[src/rtl/pc_redirect_ctrl.sv]
// Next-PC selection for the fetch stage: sequential advance, exception/ERET
// redirects and delayed-branch targets, holding a redirect until IF can accept it.
module pc_redirect_ctrl (
  input  logic        clk,
  input  logic        rst,
  input  logic [31:0] IF_PC,
  input  logic        ICache_Ready,
  input  logic        PipeStall,
  input  logic        Exc_Valid,
  input  logic [31:0] Exc_Vector,
  input  logic        Eret_Valid,
  input  logic [31:0] EPC,
  input  logic        Br_Taken,
  input  logic [31:0] Br_Target,
  input  logic        Br_DSFetched,
  output logic [31:0] IF_NPC,
  output logic        IF_PCWr,
  output logic        IF_Flush,
  output logic        Redirect_Pending
);

  localparam logic [1:0] SEQ     = 2'd0;
  localparam logic [1:0] WAIT_DS = 2'd1;
  localparam logic [1:0] PEND    = 2'd2;

  localparam logic [31:0] RESET_VEC = 32'hBFC0_0000;

  logic [1:0]  state_q, state_d;
  logic [31:0] pend_q, pend_d;
  logic        adv;
  logic        hi_req;
  logic [31:0] hi_tgt;
  logic [31:0] seq_pc;
  logic [31:0] npc;
  logic        pcwr;
  logic        flush;

  assign adv    = ICache_Ready & ~PipeStall;
  assign hi_req = Exc_Valid | Eret_Valid;
  assign hi_tgt = Exc_Valid ? Exc_Vector : EPC;
  assign seq_pc = IF_PC + 32'd4;

  always_comb begin
    state_d = state_q;
    pend_d  = pend_q;
    npc     = seq_pc;
    pcwr    = 1'b0;
    flush   = 1'b0;
    case (state_q)
      WAIT_DS, PEND: begin
        // Branches are ignored here; only exception/ERET may replace the held target.
        npc = pend_q;
        if (hi_req) begin
          if (adv) begin
            npc     = hi_tgt;
            pcwr    = 1'b1;
            flush   = 1'b1;
            state_d = SEQ;
          end else begin
            pend_d  = hi_tgt;
            state_d = PEND;
          end
        end else if (adv) begin
          pcwr    = 1'b1;
          flush   = (state_q == PEND);
          state_d = SEQ;
        end
      end
      default: begin
        if (hi_req || (Br_Taken && Br_DSFetched)) begin
          npc = hi_req ? hi_tgt : Br_Target;
          if (adv) begin
            pcwr  = 1'b1;
            flush = 1'b1;
          end else begin
            pend_d  = npc;
            state_d = PEND;
          end
        end else if (Br_Taken) begin
          // Delay slot still to be fetched: hold the target until it leaves IF.
          pend_d  = Br_Target;
          state_d = WAIT_DS;
        end else begin
          pcwr = adv;
        end
      end
    endcase
  end

  always_ff @(posedge clk or posedge rst) begin
    if (rst) begin
      state_q <= SEQ;
      pend_q  <= 32'h0000_0000;
    end else begin
      state_q <= state_d;
      pend_q  <= pend_d;
    end
  end

  // Outputs are forced while reset is asserted, without waiting for a clock edge.
  assign IF_NPC           = rst ? RESET_VEC : npc;
  assign IF_PCWr          = ~rst & pcwr;
  assign IF_Flush         = ~rst & flush;
  assign Redirect_Pending = ~rst & (state_q != SEQ);

endmodule

[config.mk]
export PLATFORM = sky130hd
export DESIGN_NAME = pc_redirect_ctrl
export DESIGN_NICKNAME = d
export VERILOG_FILES = /design/src/rtl/pc_redirect_ctrl.sv
export SDC_FILE = /design/constraint.sdc
export NUM_CORES = 1
export LEC_CHECK = 0
export CAP_MARGIN = 20
export CORE_AREA = 2 2 91 115
export CTS_CLUSTER_SIZE = 24
export DETAILED_ROUTE_END_ITERATION = 10
export DIE_AREA = 0 0 93 117
export GPL_TIMING_DRIVEN = 0
export PLACE_DENSITY = 0.77
export SYNTH_ARGS = -nofsm -noshare
export SYNTH_HDL_FRONTEND = slang
export SYNTH_SLANG_ARGS = --single-unit
[constraint.sdc]
create_clock -name clk -period 3.1 [get_ports clk]
set_input_delay 0.465 -clock clk [delete_from_list [all_inputs] [get_ports clk]]
set_output_delay 0.465 -clock clk [all_outputs]
set_load 0.01 [all_outputs]
==> impl_metrics.py <==
metrics = {
    "timing": {
        "tightest_slew_ps": 728,
        "finalWorstSetupSlack_ps": -5.35,
        "fin_worst_skew_ps": 2.20,
        "relSlewSlack": 0.515,
        "min_period_ps": 3110,
        "setup_tns_ps": -7.77,
        "slew_violations": 0,
        "rsz0062_at_grt": "yes",
        "timing.fmax_mhz": 322,
        "setup_violations": 2,
        "finalHoldViolCount": 0,
        "finalCritPeriodShare": 1.00,
    },
    "worst_setup_path": {
        "rr_worst_depth": 8,
        "crit_start": "Eret_Valid",
        "cp.arrival_ps": 2640,
        "crit_path_max_fanout": 10,
        "critPathLaunchType": "primary input",
        "r2r_setup_slack_ps": 410,
        "worstSetupEndpointType": "primary output",
        "cp.required_ps": 2630,
        "critPathKind": "in -> out",
        "r2r-start": "state_q[1]",
        "reg2reg_to": "pend_q[27]",
        "crit_end": "IF_NPC[13]",
    },
    "floorplan": {
        "dieWidth_um": 93,
        "die-area_mm2": 0.0109,
        "num_io_pins": 171,
        "core_area_mm2": 0.00985,
        "rows": 41,
        "initial_core_util": 0.393,
        "fp.dieH_um": 117,
    },
    "synthesis": {
        "ys_seq_area_frac": 0.220,
        "yosysTopAreaCell": "dfrtp_1",
        "syn_area_mm2": 0.00387,
        "syn_avg_cell_area_um2": 6.96,
        "synth_edf_count": 0,
        "synth_nets": 695,
        "synthArstFlopShare": 1.00,
        "yosys_warnings": 0,
        "synth_cells": 556,
        "synth_cell_types": 51,
        "synthFlopType": "dfrtp_1",
        "ys_ff_latch": 34,
        "synth_area_leaders": "dfrtp_1, mux2i_1, nand2_1",
        "netlist.area_leader.share": 0.220,
    },
    "drt": {
        "drt-total-wl_um": 18400,
        "ant_nets": 0,
        "wire_per_inst_um": 21.0,
        "dr.pass1.iters": 6,
        "vias": 5283,
        "drt-vias-per-instance": 6.02,
        "drtIter0Drc": 479,
        "drc_errors": 0,
    },
    "clock_network": {
        "htreeDepth": 2,
        "clk_latency_ps": 280,
        "tritoncts": "yes",
        "clock_sinks": 34,
        "path_clk_slew_ps": 50,
        "cts_root_buf": "clkbuf_16",
        "cts_buffers": 5,
        "clockBufferDepth": 2,
    },
    "min_path": {
        "hold_path.class": "reg -> reg",
        "holdCritStartpoint": "pend_q[9]",
    },
    "pwr": {
        "ir_worst_vdd_mv": 0.279,
        "p_leak_nw": 2.60,
        "p_per_area_mw_per_mm2": 364,
    },
    "finish": {
        "final_cell_mix": "clkdlybuf4s50_1, nand2_1, o21ai_0, a21oi_1, nor2_1",
        "nets": 887,
        "antenna_cells": 0,
        "finalNonFillerCells": 878,
        "final_common_cell": "clkdlybuf4s50_1",
        "drive_above_1_share": 0.143,
        "n_fill_cell": 891,
        "areaGrowthSynthToFinish_pct": 61.5,
    },
    "place": {
        "place_congestion": 0.941,
        "hpwl_um": 13800,
        "place_ws_ps": -1200,
        "placed_cells": 854,
        "port_buffers": 169,
    },
    "global_route": {
        "grt_pass1_vias": 5201,
        "grt_overflow": 0,
        "grt_max_degree": 38,
        "track_usage": 0.332,
        "antenna_found_initial": 0,
        "grt_pass1_wl_um": 27600,
    },
    "run": {
        "max_cap_violations": 0,
    },
    "status": {
        "status": "finished, violations left",
        "violations": "negative setup slack",
    },
}
[layout make-up]
type	instances	area, um2	share of cell area
multi-input cells	469	2970	0.475
repair buffers	187	1770	0.284
flip-flops and latches	34	851	0.136
plain buffers	44	298	0.0477
clock buffers	8	166	0.0266
well taps	129	161	0.0258
inverters	7	28.8	0.00461
[power breakdown]
group / total, mW / leakage (nW) / internal (mW) / switching, mW
clock network: 0.559 / 0.0832 / 0.364 / 0.195
registers: 0.574 / 0.412 / 0.527 / 0.0469
logic: 1.14 / 2.10 / 0.509 / 0.631
[flip-flops by register name, indices dropped and copies added (netlist names)]
name / count
pend_q: 32
state_q: 2
[synth_stat cells (2+ instances only)]
| library cell | count |
|---|---|
| and4_1 | 4 |
| o2111ai_1 | 2 |
| nor3_1 | 16 |
| mux2i_1 | 42 |
| xor2_1 | 13 |
| or2_2 | 2 |
| nor4_2 | 2 |
| a21oi_1 | 54 |
| o21ai_1 | 2 |
| and3_1 | 5 |
| clkbuf_1 | 37 |
| dfrtp_1 | 34 |
| nand4_1 | 6 |
| mux2_2 | 3 |
| inv_1 | 7 |
| a221oi_1 | 10 |
| nor4_1 | 5 |
| a221o_1 | 8 |
| ha_1 | 3 |
| xnor2_1 | 9 |
| o21ai_0 | 66 |
| nand2b_1 | 3 |
| a211oi_1 | 12 |
| nand3_1 | 14 |
| o211ai_1 | 19 |
| buf_2 | 7 |
| a31oi_1 | 5 |
| nor2_1 | 53 |
| nand2_1 | 91 |
[worst min-delay path by stage]
stage                  to  slack [ps]  cells past startpoint
2_1_floorplan  pend_q[11]         440                      2
3_3_place_gp   pend_q[11]         460                      2
3_5_place_dp   pend_q[26]         470                      2
4_1_cts        pend_q[25]         480                      2
5_1_grt         pend_q[9]         490                      2
6_report        pend_q[9]         480                      2
[metal layers]
layer	global-route usage	share of wire	vias to the layer above
li1	-	-	2430
met1	0.413	0.38	2511
met2	0.573	0.50	303
met3	0.0570	0.093	39
met4	0.134	0.030	0
met5	0	0	-
[cells by family after synthesis]
family	share of synthesized area
muxes	0.117
buffers and inverters	0.0556
adders and majority gates	0.00971
AOI/OAI and AO/OA	0.301
xor gates and xnor gates	0.0498
and+or+nand+nor	0.247
DFF	0.220
[worst max-delay path, stage by stage]
cell	delay, ps
clkdlybuf4s50_1	470
buf_6	160
nor2_1	160
clkbuf_8	220
nand2_1	160
or3_1	380
a221oi_1	310
dlygate4sd2_1	310
[timing repair]
item                                   4_1_cts  5_1_grt
buffers inserted                            15        3
resized for setup                          141       29
pin swaps                                   13        2
hold buffers                                 0        0
endpoints found under the hold margin        0        0
setup endpoints to repair                   34       24
[stage by stage]
step | cell area (um2) | hold WS, ps | utilization | power, mW
final | 6250 | 480 | 0.634 | 2.27
after global routing | 6250 | 491 | 0.634 | 2.37
after CTS | 6200 | 482 | 0.629 | 2.24
after detailed placement | 5720 | 466 | 0.581 | 1.69
after global placement | 5720 | 456 | 0.581 | 1.67
after floorplan | 3870 | 444 | - | 1.11
No activity file was read; power rests on OpenSTA's default activity.
